[src/rtl/alu_pkg.sv]
// Shared ALU types and constants for the add64 arbitration slice.
package alu_pkg;
  localparam int W        = 64;
  localparam int REQ_ID_W = 2;

  typedef enum logic [1:0] {
    IDLE = 2'd0,
    EXEC = 2'd1,
    RESP = 2'd2
  } arb_state_t;
endpackage

[src/rtl/add64.sv]
// 64-bit two's-complement adder with no carry-in; purely combinational.
// Reports signed overflow as carry into the MSB XOR carry out of it.
module add64
  import alu_pkg::*;
(
  input  logic [W-1:0] a,
  input  logic [W-1:0] b,
  output logic [W-1:0] sum,
  output logic         of
);
  logic         carry_out;
  logic         carry_msb;

  assign {carry_out, sum} = {1'b0, a} + {1'b0, b};
  // Recover the carry into the MSB from that bit's sum equation.
  assign carry_msb = a[W-1] ^ b[W-1] ^ sum[W-1];
  assign of        = carry_msb ^ carry_out;
endmodule

[src/rtl/rr_arbiter.sv]
// Combinational round-robin picker: searches from last_grant+1 over NREQ inputs.
// Grant is one-hot or zero; nothing is granted while en is low.
module rr_arbiter
  import alu_pkg::*;
#(
  parameter int NREQ = 2
) (
  input  logic [NREQ-1:0]     req,
  input  logic [REQ_ID_W-1:0] last_grant,
  input  logic                en,
  output logic [NREQ-1:0]     gnt,
  output logic [REQ_ID_W-1:0] gnt_idx
);
  localparam int IDX_W = (NREQ > 1) ? $clog2(NREQ) : 1;

  logic             found;
  logic [IDX_W-1:0] idx;

  always_comb begin
    gnt     = '0;
    gnt_idx = '0;
    found   = 1'b0;
    idx     = '0;
    for (int k = 1; k <= NREQ; k++) begin
      idx = IDX_W'((int'(last_grant) + k) % NREQ);
      if (en && !found && req[idx]) begin
        gnt[idx] = 1'b1;
        gnt_idx  = REQ_ID_W'(idx);
        found    = 1'b1;
      end
    end
  end
endmodule

[src/rtl/add64_arbiter.sv]
// Shares one add64 among NREQ requesters round-robin; one op in flight, 2-cycle latency.
// Response is held until rsp_ready; no new grant is issued while a response is stalled.
module add64_arbiter
  import alu_pkg::*;
#(
  parameter int NREQ = 2,
  parameter int W    = 64
) (
  input  logic                clk,
  input  logic                rst,
  input  logic [NREQ-1:0]     req_valid,
  output logic [NREQ-1:0]     req_ready,
  input  logic [NREQ*W-1:0]   req_a,
  input  logic [NREQ*W-1:0]   req_b,
  output logic                rsp_valid,
  input  logic                rsp_ready,
  output logic [REQ_ID_W-1:0] rsp_id,
  output logic [W-1:0]        rsp_sum,
  output logic                rsp_of,
  output logic                rsp_zf,
  output logic                rsp_sf
);
  arb_state_t          state_q, state_d;
  logic [REQ_ID_W-1:0] last_grant_q, last_grant_d;
  logic [W-1:0]        op_a_q, op_a_d, op_b_q, op_b_d;
  logic [REQ_ID_W-1:0] op_id_q, op_id_d;
  logic [REQ_ID_W-1:0] rsp_id_q, rsp_id_d;
  logic [W-1:0]        rsp_sum_q, rsp_sum_d;
  logic                rsp_of_q, rsp_of_d, rsp_zf_q, rsp_zf_d, rsp_sf_q, rsp_sf_d;

  logic                arb_en;
  logic [NREQ-1:0]     gnt;
  logic [REQ_ID_W-1:0] gnt_idx;
  logic                gnt_any;
  logic [W-1:0]        add_sum;
  logic                add_of;

  // Grants happen from IDLE, or from RESP in the same cycle the response drains.
  assign arb_en  = !rst && ((state_q == IDLE) || ((state_q == RESP) && rsp_ready));
  assign gnt_any = |gnt;

  rr_arbiter #(.NREQ(NREQ)) u_arb (
    .req        (req_valid),
    .last_grant (last_grant_q),
    .en         (arb_en),
    .gnt        (gnt),
    .gnt_idx    (gnt_idx)
  );

  add64 u_add (
    .a   (op_a_q),
    .b   (op_b_q),
    .sum (add_sum),
    .of  (add_of)
  );

  always_comb begin
    state_d      = state_q;
    last_grant_d = last_grant_q;
    op_a_d       = op_a_q;
    op_b_d       = op_b_q;
    op_id_d      = op_id_q;
    rsp_id_d     = rsp_id_q;
    rsp_sum_d    = rsp_sum_q;
    rsp_of_d     = rsp_of_q;
    rsp_zf_d     = rsp_zf_q;
    rsp_sf_d     = rsp_sf_q;

    if (gnt_any) begin
      last_grant_d = gnt_idx;
      op_id_d      = gnt_idx;
      for (int i = 0; i < NREQ; i++) begin
        if (gnt[i]) begin
          op_a_d = req_a[i*W +: W];
          op_b_d = req_b[i*W +: W];
        end
      end
    end

    case (state_q)
      IDLE: if (gnt_any) state_d = EXEC;
      EXEC: begin
        state_d   = RESP;
        rsp_id_d  = op_id_q;
        rsp_sum_d = add_sum;
        rsp_of_d  = add_of;
        rsp_zf_d  = (add_sum == '0);
        rsp_sf_d  = add_sum[W-1];
      end
      RESP: if (rsp_ready) state_d = gnt_any ? EXEC : IDLE;
      default: state_d = IDLE;
    endcase
  end

  always_ff @(posedge clk) begin
    if (rst) begin
      state_q      <= IDLE;
      last_grant_q <= REQ_ID_W'(NREQ - 1);
      op_a_q       <= '0;
      op_b_q       <= '0;
      op_id_q      <= '0;
      rsp_id_q     <= '0;
      rsp_sum_q    <= '0;
      rsp_of_q     <= 1'b0;
      rsp_zf_q     <= 1'b0;
      rsp_sf_q     <= 1'b0;
    end else begin
      state_q      <= state_d;
      last_grant_q <= last_grant_d;
      op_a_q       <= op_a_d;
      op_b_q       <= op_b_d;
      op_id_q      <= op_id_d;
      rsp_id_q     <= rsp_id_d;
      rsp_sum_q    <= rsp_sum_d;
      rsp_of_q     <= rsp_of_d;
      rsp_zf_q     <= rsp_zf_d;
      rsp_sf_q     <= rsp_sf_d;
    end
  end

  assign req_ready = gnt;
  assign rsp_valid = (state_q == RESP);
  assign rsp_id    = rsp_id_q;
  assign rsp_sum   = rsp_sum_q;
  assign rsp_of    = rsp_of_q;
  assign rsp_zf    = rsp_zf_q;
  assign rsp_sf    = rsp_sf_q;
endmodule
[config.mk]
export PLATFORM = sky130hd
export DESIGN_NAME = add64_arbiter
export DESIGN_NICKNAME = d
export VERILOG_FILES = /design/src/rtl/alu_pkg.sv /design/src/rtl/add64.sv /design/src/rtl/rr_arbiter.sv /design/src/rtl/add64_arbiter.sv
export SDC_FILE = /design/constraint.sdc
export NUM_CORES = 1
export LEC_CHECK = 0
export BUFFER_PORTS_ARGS = -buffer_cell sky130_fd_sc_hd__buf_2
export CELL_PAD_IN_SITES_DETAIL_PLACEMENT = 2
export CELL_PAD_IN_SITES_GLOBAL_PLACEMENT = 2
export CORE_UTILIZATION = 29
export DETAILED_ROUTE_END_ITERATION = 6
export PLACE_DENSITY = 0.78
export SYNTH_ARGS = -nofsm -noshare
export SYNTH_HDL_FRONTEND = slang
export SYNTH_SLANG_ARGS = --single-unit
[constraint.sdc]
create_clock -name clk -period 3.8 [get_ports clk]
set_input_delay 0.76 -clock clk [delete_from_list [all_inputs] [get_ports clk]]
set_output_delay 0.76 -clock clk [all_outputs]
set_load 0.02 [all_outputs]
==> results_dict.tcl, run 1 <==
set metrics [dict create \
    clock_power_share 0.331 \
    crit_top_cell "sky130_fd_sc_hd__nand4_1" \
    synth_sequential_area_ratio 0.319 \
    rsz0062_at_grt "no" \
    final_util 0.371 \
    routed_wl_um 55700 \
    worst_slew_pin_slew_ns 0.892 \
    worstPathArrival_ns 4.10 \
    final_critical_path_setup_slack_ns 0.105 \
    grt_start_max_net_pins 131 \
    first_pass_grt_wire_length_um 86200 \
    cts_max_level 4 \
    clock-skew-final_ns 0.0150 \
    area.growth.synth_to_final_pct 25.5 \
    gp_congestion 0.886 \
    seqPwrFrac 0.376 \
    pre_cts_ws_ns -0.0418 \
    route.detailed.wl_per_inst_um 21.8 \
    worstSkewPairLatency_ns 0.47 \
    die_span_x_um 209 \
    numPortBuffers 331 \
    worst-path-buf-inv 0 \
    timing.final.hold_violations 0 \
    clk_transition_reported_paths_ns 0.07 \
    via_per_inst 5.56 \
    max_freq_mhz 271 \
    int_power_mw 4.13 \
    final_layout_size_suffix_gt1_frac 0.237 \
    worst-path-max-fanout 6 \
    cts_tree "done" \
    syn_nets 2038 \
    power_frac_comb 0.293 \
    distinct_cell_type_count_after_synthesis 78 \
    nets 2327 \
    drv_slew 0 \
    grt.overflow.total 0 \
    critical_path.slowest_cell "sky130_fd_sc_hd__a2111oi_0" \
    min_period_ns 3.70 \
    layout.cells.most_common "sky130_fd_sc_hd__buf_2" \
    initial_utilization 0.296 \
    r2r_start "op_a_q[27]" \
    worstSetupEndpoint "rsp_zf" \
    post-cts-setup-buffer-count 0 \
    cts-buffers-inserted 17 \
    synth_enable_flop_cells 0 \
    power_per_cell_area_nw_per_um2 402 \
    cts_max_path_buffers 2 \
    post_synth_instance_area_um2 12500 \
    reg2reg_to "rsp_zf" \
    critical_path.top_delay_family "compound AO/OA/AOI/OAI gates" \
    critPathRequiredTime_ns 4.21 \
    async_flop_share 0 \
    detailed_place_hpwl_um 43600 \
    criticalPathCategory "flop to flop" \
    boundaryPins 333 \
    worst_setup_path_end_kind "flop" \
    drt-initial-drc-count 652 \
    n_antenna_cell 0 \
    p_leak_nw 6.60 \
    crit_path_start_kind "flop" \
    detail_route.first_pass.iterations 5 \
    postSynthAreaPerCell_um2 7.29 \
    ir_drop_uv 245 \
    final.setup.tns_ns 0 \
    cts_num_sinks 199 \
    cp_cell_sequence "ha_1, a21oi_1, o21ai_0, a21o_1, a2111oi_0, o2111ai_1, a211oi_1, and4_1, nand4_1, nor4_2, nand4_1, nand2_1" \
    synth.ff_latch_count 199 \
    row_count 75 \
    worst_path_largest_cell_delay_ns 0.64 \
    reg2regPathDepth 12 \
    setup.reg_to_reg.worst_slack_ns 0.10 \
    first_global_vias 15200 \
    core_um2 42200 \
    cp_num_cells 12 \
    synth-warning-count 0 \
    setup_viol 0 \
    net-switching-power_mw 2.18 \
    dr_total_vias 14200 \
    run_status "finished, final reports clean" \
    synthDominantCellAreaShare 0.319 \
    dieArea_um2 43900 \
    chipHeight_um 209 \
    cts.root.buffer_cell "sky130_fd_sc_hd__clkbuf_16" \
    timing.final.crit_share 0.972 \
    synth_area_leader_cell "sky130_fd_sc_hd__dfxtp_1" \
    timing.critical_path.from "op_a_q[27]" \
    synthesis.instances 1712 \
    cap_viol_max_count 0 \
    drcViolationCount 0 \
    top_ff_cell_synth "sky130_fd_sc_hd__dfxtp_1" \
    aggregate_global_route_resource_usage 0.250 \
    worst_slew_margin_rel 0.406 \
    synth_area_leaders "sky130_fd_sc_hd__dfxtp_1 32%, sky130_fd_sc_hd__nor2_1 7.8%, sky130_fd_sc_hd__a21oi_1 7.2%" \
    most-common-layout-cells "330 x sky130_fd_sc_hd__buf_2, 260 x sky130_fd_sc_hd__nor2_1, 208 x sky130_fd_sc_hd__nand2_1" \
    worstHoldPathType "flop to flop" \
    grt_antenna_before_repair 0 \
    sw_frac_of_total 0.345 \
    drt.antenna.violating_nets 0 \
]
cells in the mapped netlist (4+ instances only):
cell                        count
sky130_fd_sc_hd__a31oi_1       11
sky130_fd_sc_hd__a211oi_1      21
sky130_fd_sc_hd__buf_2          5
sky130_fd_sc_hd__nor4_1       101
sky130_fd_sc_hd__nand3b_1       6
sky130_fd_sc_hd__nand3_1       27
sky130_fd_sc_hd__a21o_1        30
sky130_fd_sc_hd__xor2_1        16
sky130_fd_sc_hd__nand2_1      209
sky130_fd_sc_hd__inv_1         19
sky130_fd_sc_hd__o31ai_1        4
sky130_fd_sc_hd__nand2b_1       6
sky130_fd_sc_hd__and3_1         7
sky130_fd_sc_hd__or2_2          9
sky130_fd_sc_hd__o21ai_0       57
sky130_fd_sc_hd__o21bai_1      10
sky130_fd_sc_hd__nor2b_1        9
sky130_fd_sc_hd__buf_1          5
sky130_fd_sc_hd__clkbuf_1     115
sky130_fd_sc_hd__o211ai_1      16
sky130_fd_sc_hd__nand4_1       26
sky130_fd_sc_hd__and2_1         9
sky130_fd_sc_hd__a21boi_0       8
sky130_fd_sc_hd__o21a_1        12
sky130_fd_sc_hd__mux2i_1        4
sky130_fd_sc_hd__xnor2_1       24
sky130_fd_sc_hd__o2111ai_1      6
sky130_fd_sc_hd__nor2_1       260
sky130_fd_sc_hd__ha_1          64
sky130_fd_sc_hd__o221ai_1      41
sky130_fd_sc_hd__and4_1         7
sky130_fd_sc_hd__a21oi_1      180
sky130_fd_sc_hd__or3_1         14
sky130_fd_sc_hd__nor3_1       109
sky130_fd_sc_hd__a2111o_1       4
sky130_fd_sc_hd__dfxtp_1      199
repair_timing:
action | in CTS | in global routing
gates resized for setup | 5 | 15
hold buffers | 0 | 0
pin swaps | 1 | 8
setup endpoints to repair | 1 | 1
stage by stage:
stage / power, mW / instances / hold slack (ns) / cell area, um2
final: 6.31 / 2553 / 0.456 / 15700
after CTS: 6.37 / 2553 / 0.458 / 15600
after detailed placement: 4.24 / 2521 / 0.447 / 14900
after global routing: 6.63 / 2553 / 0.479 / 15700
after floorplan: 3.49 / 1712 / 0.432 / 12500
after global placement: 4.18 / 2521 / 0.442 / 14900
state kept, by name (all words and copies together), names as in the netlist:
name and count:
rsp_sum 64, rsp_zf 1, rsp_id 1, op_id_q 1
last_grant_q 1, op_b_q 64, rsp_of 1, state_q 2
op_a_q 64
power groups by stage:
| stage | registers, mW | logic [mW] | clock network [mW] |
|---|---|---|---|
| global route | 2.39 | 2.01 | 2.23 |
| CTS | 2.38 | 1.84 | 2.15 |
| global placement | 2.42 | 1.76 | 0 |
| floorplan | 2.43 | 1.06 | 0 |
| finish | 2.37 | 1.85 | 2.09 |
| detailed placement | 2.42 | 1.82 | 0 |
cell type report:
class,count,area [um2]
inverters,19,73.8
well taps,539,674
clock buffers,18,439
clock inverters,14,220
multi-input cells,1367,8070
repair buffers,397,2210
fillers,5060,26600
flip-flops and latches,199,3980
routing by layer:
layer	track usage	part of all wire
met5	0	0
met2	0.452	0.50
met1	0.307	0.44
met3	0.0353	0.027
met4	0.0725	0.024
kinds of logic after synthesis:
| family | Yosys count | share of synthesized area |
|---|---|---|
| AOI/OAI and AO/OA | 445 | 0.235 |
| xor gates and xnor gates | 40 | 0.0281 |
| DFF | 199 | 0.319 |
| adders and majority gates | 65 | 0.0657 |
| and+or+nand+nor | 812 | 0.304 |
| buffers and inverters | 146 | 0.0450 |
| other | 1 | 0.000300 |
| muxes | 4 | 0.00321 |
worst min-delay path by stage:
stage / from / endpoint / slack [ns] / cells past startpoint
4_1_cts: rsp_sum[54] / rsp_sum[54] / 0.46 / 2
3_5_place_dp: rsp_sum[54] / rsp_sum[54] / 0.45 / 2
6_report: rsp_sum[61] / rsp_sum[61] / 0.46 / 2
2_1_floorplan: op_id_q[0] / rsp_id[0] / 0.43 / 2
5_1_grt: op_a_q[34] / op_a_q[34] / 0.48 / 2
3_3_place_gp: rsp_sum[43] / rsp_sum[43] / 0.44 / 2
worst min-delay path: stages, from the launching register on:
cell                      delay (ns)
sky130_fd_sc_hd__dfxtp_1        0.31
sky130_fd_sc_hd__nand2_1        0.05
sky130_fd_sc_hd__a21oi_1        0.05
No activity file was read; power rests on OpenSTA's default activity.
==> run 2, diff against run 1 <==
==> constraint.sdc (replaced) <==
create_clock -name clk -period 3.8 [get_ports clk]
set_input_delay 0 -clock clk [delete_from_list [all_inputs] [get_ports clk]]
set_output_delay 0 -clock clk [all_outputs]
set_load 0.02 [all_outputs]
==> results_dict.tcl, run 2 (synthesized netlist as in run 1, its figures left out) <==
set metrics [dict create \
    detail_route.first_pass.iterations 5 \
    timing.final.hold_violations 0 \
    max_freq_mhz 272 \
    ir_drop_uv 224 \
    criticalPathCategory "flop to flop" \
    clk_transition_reported_paths_ns 0.08 \
    die_span_x_um 209 \
    final_util 0.433 \
    grt.overflow.total 0 \
    power_mw 6.55 \
    boundaryPins 333 \
    gp_congestion 0.887 \
    grtUsageMet2 0.554 \
    drt-initial-drc-count 712 \
    cts_tree "done" \
    chipHeight_um 209 \
    initial_utilization 0.296 \
    most-common-layout-cells "330 x sky130_fd_sc_hd__buf_2, 260 x sky130_fd_sc_hd__nor2_1, 258 x sky130_fd_sc_hd__dlygate4sd3_1" \
    layout.cells.most_common "sky130_fd_sc_hd__buf_2" \
    dr_total_vias 15700 \
    core_um2 42200 \
    route.detailed.wl_per_inst_um 23.2 \
    dieArea_um2 43900 \
    routed_wl_um 65700 \
    worstSkewPairLatency_ns 0.48 \
    worstHoldPathType "input port to flop" \
    grt_start_max_net_pins 131 \
    drv_slew 0 \
    p_leak_nw 7.83 \
    first_pass_grt_wire_length_um 101000 \
    seqPwrFrac 0.364 \
    run_status "finished, final reports clean" \
    numPortBuffers 331 \
    power_frac_comb 0.339 \
    timing.final.crit_share 0.966 \
    min_period_ns 3.67 \
    worstPathArrival_ns 4.10 \
    detailed_place_hpwl_um 43400 \
    grtUsageMet1 0.340 \
    aggregate_global_route_resource_usage 0.296 \
    clock-skew-final_ns 0.0149 \
    worst_setup_path_end_kind "flop" \
    critPathRequiredTime_ns 4.23 \
    final_layout_size_suffix_gt1_frac 0.214 \
    drt.antenna.violating_nets 0 \
    place_area_um2 15000 \
    via_per_inst 5.54 \
    row_count 75 \
    cts_max_path_buffers 2 \
    num-fill-cells 4824 \
    first_global_vias 17500 \
    clock_power_share 0.297 \
    final_critical_path_setup_slack_ns 0.129 \
    worst_slew_margin_rel 0.388 \
    globalRouteMet3Util 0.0398 \
    int_power_mw 4.21 \
    top_usage_layer "met2" \
    setup_viol 0 \
    cts_num_sinks 199 \
    power_per_cell_area_nw_per_um2 358 \
    worst-path-max-fanout 4 \
    crit_path_start_kind "flop" \
    worst_slew_pin_slew_ns 0.918 \
    nets 2599 \
    pre_cts_ws_ns 0.0469 \
    cts_max_level 4 \
    sw_frac_of_total 0.358 \
    cap_viol_max_count 0 \
    drcViolationCount 0 \
    area.growth.synth_to_final_pct 46.5 \
    grt_antenna_before_repair 1 \
    stdcell_area_um2 18300 \
    cts-buffers-inserted 17 \
    cts.root.buffer_cell "sky130_fd_sc_hd__clkbuf_16" \
    net-switching-power_mw 2.34 \
]
-- run 2: final timing paths --
path / from / to / slack, ns / depth (start not counted)
setup / recovery: op_a_q[0] / rsp_zf / 0.13 / 13
hold / removal: req_valid[1] / op_a_q[9] / 0.30 / 5
setup reg to reg: op_a_q[0] / rsp_zf / 0.13 / 13
hold reg to reg: rsp_sum[62] / rsp_sum[62] / 0.46 / 2
-- run 2: repair_timing --
item                                    4_1_cts  5_1_grt
endpoints found under the setup margin        0        2
hold buffers                                258        0
resized for setup                             0       19
buffers inserted                              0        1
endpoints found under the hold margin       137        0
-- run 2: critical path: stages, from the launching register on --
cell and delay [ns]:
sky130_fd_sc_hd__dfxtp_1 0.39, sky130_fd_sc_hd__ha_2 0.24, sky130_fd_sc_hd__fa_2 0.25, sky130_fd_sc_hd__a21o_1 0.18, sky130_fd_sc_hd__a221o_2 0.23, sky130_fd_sc_hd__a31oi_4 0.10, sky130_fd_sc_hd__o2111a_2 0.28, sky130_fd_sc_hd__o31ai_2 0.50
sky130_fd_sc_hd__a31oi_2 0.18, sky130_fd_sc_hd__xnor2_1 0.18, sky130_fd_sc_hd__or4_4 0.54, sky130_fd_sc_hd__a2111oi_4 0.33, sky130_fd_sc_hd__nand4_1 0.13, sky130_fd_sc_hd__nand2_1 0.08
-- run 2: metal layers --
metal  routed length [um]  up-vias
li1                     -     7365
met1                27200     7823
met2                34300      355
met3                 1990      117
met4                 2190        0
met5                    0        -
-- run 2: layout make-up --
type / count / area, um2 / area share
Antenna cell: 1 / 2.50 / 0.000137
Clock buffer: 19 / 453 / 0.0248
Clock inverter: 13 / 143 / 0.00780
Inverter: 19 / 73.8 / 0.00404
Multi-Input combinational cell: 1367 / 8060 / 0.441
Sequential cell: 199 / 3980 / 0.218
Tap cell: 539 / 674 / 0.0369
Timing Repair Buffer: 669 / 4900 / 0.268
-- run 2: through the flow --
stage / hold slack, ns / std cells / TNS, ns
3_3_place_gp: 0.284 / 2534 / 0
6_report: 0.301 / 2826 / 0
2_1_floorplan: 0.175 / 1712 / 0
4_1_cts: 0.258 / 2824 / 0
5_1_grt: 0.332 / 2826 / -0.000648
3_5_place_dp: 0.290 / 2534 / 0
-- run 2: power groups by stage --
stage / sequential, mW / combinational, mW / clock (mW)
global route: 2.40 / 2.39 / 2.05
global placement: 2.41 / 1.80 / 0
CTS: 2.37 / 2.14 / 1.97
floorplan: 2.43 / 1.06 / 0
finish: 2.38 / 2.22 / 1.94
detailed placement: 2.42 / 1.85 / 0
==> run 3, diff against run 2 <==
--- a/config.mk
+++ b/config.mk
@@ -8,9 +8,10 @@
 export BUFFER_PORTS_ARGS = -buffer_cell sky130_fd_sc_hd__buf_2
 export CELL_PAD_IN_SITES_DETAIL_PLACEMENT = 2
 export CELL_PAD_IN_SITES_GLOBAL_PLACEMENT = 2
-export CORE_UTILIZATION = 29
+export CORE_UTILIZATION = 30
 export DETAILED_ROUTE_END_ITERATION = 6
-export PLACE_DENSITY = 0.78
+export PLACE_DENSITY = 0.79
 export SYNTH_ARGS = -nofsm -noshare
 export SYNTH_HDL_FRONTEND = slang
+export SYNTH_HIERARCHICAL = 1
 export SYNTH_SLANG_ARGS = --single-unit
==> results_dict.tcl, run 3 <==
set metrics [dict create \
    run_status "finished, final reports clean" \
    cts_tree "done" \
    placed_cells 2396 \
    postSynthAreaPerCell_um2 7.77 \
    drt.antenna.violating_nets 0 \
    cts.root.buffer_cell "sky130_fd_sc_hd__clkbuf_16" \
    synth-warning-count 6 \
    synthDominantCellAreaShare 0.325 \
    post_synth_instance_area_um2 12400 \
    cap_viol_max_count 0 \
    drv_slew 0 \
    boundaryPins 333 \
    row_count 74 \
    final.setup.tns_ns 0 \
    synth.most_common_cell "sky130_fd_sc_hd__nor2_1" \
    worst_path_largest_cell_delay_ns 0.45 \
    critical_path.top_delay_family "simple AND/OR/NAND/NOR gates" \
    layoutNonFillerInstCount 2717 \
    worst-path-max-fanout 6 \
    worst_slew_pin_slew_ns 0.921 \
    place_area_um2 14500 \
    worstPathArrival_ns 4.14 \
    synth-xor-area-share 0.0439 \
    gp_congestion 0.888 \
    most-common-layout-cells "331 x sky130_fd_sc_hd__buf_2, 280 x sky130_fd_sc_hd__nor2_1, 270 x sky130_fd_sc_hd__a21oi_1" \
    synth_enable_flop_cells 0 \
    final_layout_size_suffix_gt1_frac 0.222 \
    dieArea_um2 42100 \
    synth_simple_gate_area_share 0.197 \
    synth_mux_area_frac 0.104 \
    synth_area_leader_cell "sky130_fd_sc_hd__dfxtp_1" \
    setup_viol 0 \
    grt_antenna_before_repair 2 \
    first_global_vias 16700 \
    synth_sequential_area_ratio 0.325 \
    crit_path_start_kind "flop" \
    max_freq_mhz 273 \
    tightest_hold_margin_ns 0.162 \
    cts_max_path_buffers 3 \
    r2r_start "op_a_q[31]" \
    initial_utilization 0.304 \
    cts-buffers-inserted 25 \
    distinct_cell_type_count_after_synthesis 73 \
    async_flop_share 0 \
    grt.overflow.total 0 \
    clk_transition_reported_paths_ns 0.06 \
    synthesis.instances 1593 \
    holdPathStages 5 \
    reg2regPathDepth 16 \
    synth.ff_latch_count 201 \
    final_util 0.448 \
    numPortBuffers 332 \
    timing.final.crit_share 0.964 \
    area.growth.synth_to_final_pct 47.4 \
    compound_cell_area_share_of_the_yosys_netlist 0.211 \
    grt_start_max_net_pins 113 \
    route.detailed.wl_per_inst_um 24.1 \
    clock-skew-final_ns 0.0234 \
    synthAdderAreaFrac 0.0663 \
    stdcell_area_um2 18300 \
    power_mw 6.81 \
    criticalPathCategory "flop to flop" \
    syn_nets 1919 \
    worstHoldPathType "input port to flop" \
    worst_setup_path_end_kind "flop" \
    worst-path-buf-inv 1 \
    power_per_cell_area_nw_per_um2 373 \
    core_um2 40700 \
    critPathRequiredTime_ns 4.28 \
    chipHeight_um 205 \
    min_period_ns 3.66 \
    detailed_place_hpwl_um 38700 \
    timing.final.hold_violations 0 \
    synth_area_leaders "sky130_fd_sc_hd__dfxtp_1 33%, sky130_fd_sc_hd__a21oi_1 11%, sky130_fd_sc_hd__mux2i_1 10%" \
    routed_wl_um 65400 \
    cts_max_level 1 \
    final_critical_path_setup_slack_ns 0.139 \
    setup.reg_to_reg.worst_slack_ns 0.14 \
    drt-initial-drc-count 595 \
    worstSkewPairLatency_ns 0.55 \
    p_leak_nw 8.17 \
    nets 2493 \
    pre_cts_ws_ns -0.0304 \
    cts_num_sinks 201 \
    first_pass_grt_wire_length_um 97900 \
    critical_path.slowest_cell "sky130_fd_sc_hd__ha_1" \
    holdPathEnd "last_grant_q[0]" \
    die_span_x_um 205 \
    synth.top_cells.by_count "280 x sky130_fd_sc_hd__nor2_1, 279 x sky130_fd_sc_hd__a21oi_1, 201 x sky130_fd_sc_hd__dfxtp_1" \
    drcViolationCount 0 \
    top_ff_cell_synth "sky130_fd_sc_hd__dfxtp_1" \
    cp_num_cells 16 \
    layout.cells.most_common "sky130_fd_sc_hd__buf_2" \
    reg2reg_to "rsp_zf" \
    detail_route.first_pass.iterations 5 \
    worst_slew_margin_rel 0.386 \
    aggregate_global_route_resource_usage 0.302 \
    ir_drop_uv 282 \
    via_per_inst 5.34 \
    combinational_family_with_the_most_area_after_synthesis "compound AO/OA/AOI/OAI gates" \
    dr_total_vias 14500 \
    hold_path_startpoint "req_valid[1]" \
    cp_cell_sequence "ha_1, nand4_1, nor3_1, and4b_1, o31ai_2, buf_4, a211oi_1, o2111ai_1, nand2_1, a21oi_2, o21bai_1, xor2_1, nor4_1, nand2_1, nor3_1, a21o_1" \
]
-- run 3: how the worst max path moves through the flow --
| stage | startpoint | endpoint | slack (ns) |
|---|---|---|---|
| floorplan | op_a_q[0] | rsp_zf | 0.60 |
| global placement | op_a_q[0] | rsp_zf | 0.07 |
| detailed placement | op_a_q[0] | rsp_zf | -0.03 |
| CTS | op_a_q[1] | rsp_zf | 0.002 |
| global route | op_a_q[0] | rsp_zf | -0.06 |
| finish | op_a_q[31] | rsp_zf | 0.14 |
-- run 3: what timing repair did --
action / in CTS / in global routing
hold endpoints to repair: 143 / 0
gates resized for setup: 2 / 32
endpoints found under the setup margin: 1 / 7
buffers inserted: 1 / 9
pin swaps: 1 / 11
hold buffers: 266 / 0
-- run 3: tightest hold or removal path: stages --
cell and delay [ns]:
sky130_fd_sc_hd__buf_2 0.13, sky130_fd_sc_hd__nand2_1 0.15, sky130_fd_sc_hd__a21oi_4 0.08, sky130_fd_sc_hd__o21ai_0 0.24, sky130_fd_sc_hd__nand2_1 0.07
-- run 3: cells by family (layout without fill, tap and decap cells) --
logic type | after synthesis | count (layout)
compound gates | 443 | 443
xor+xnor | 62 | 62
fa+ha+maj | 65 | 65
buf+inv | 117 | 707
flops | 201 | 201
mux | 129 | 129
other cells | 1 | 3
simple gates | 575 | 575
-- run 3: metal layers --
metal	vias up	track usage	share of wire
li1	6704	-	-
met1	7255	0.332	0.39
met2	414	0.568	0.52
met3	144	0.0560	0.047
met4	0	0.112	0.038
met5	-	0	0
-- run 3: area by class of cell --
class / instances / area [um2]
antenna: 2 / 5.00
clock buffer: 35 / 733
clock inverter: 8 / 71.3
fill: 4568 / 22500
inverter: 14 / 52.6
multi-input combinational: 1275 / 7900
sequential: 201 / 4030
tap: 532 / 666
timing repair buffer: 650 / 4800
-- run 3: where the power goes --
group | total, mW | internal, mW | switching [mW]
logic | 2.00 | 0.896 | 1.11
registers | 2.36 | 2.25 | 0.118
clock network | 2.45 | 1.41 | 1.04
total | 6.81 | 4.55 | 2.26
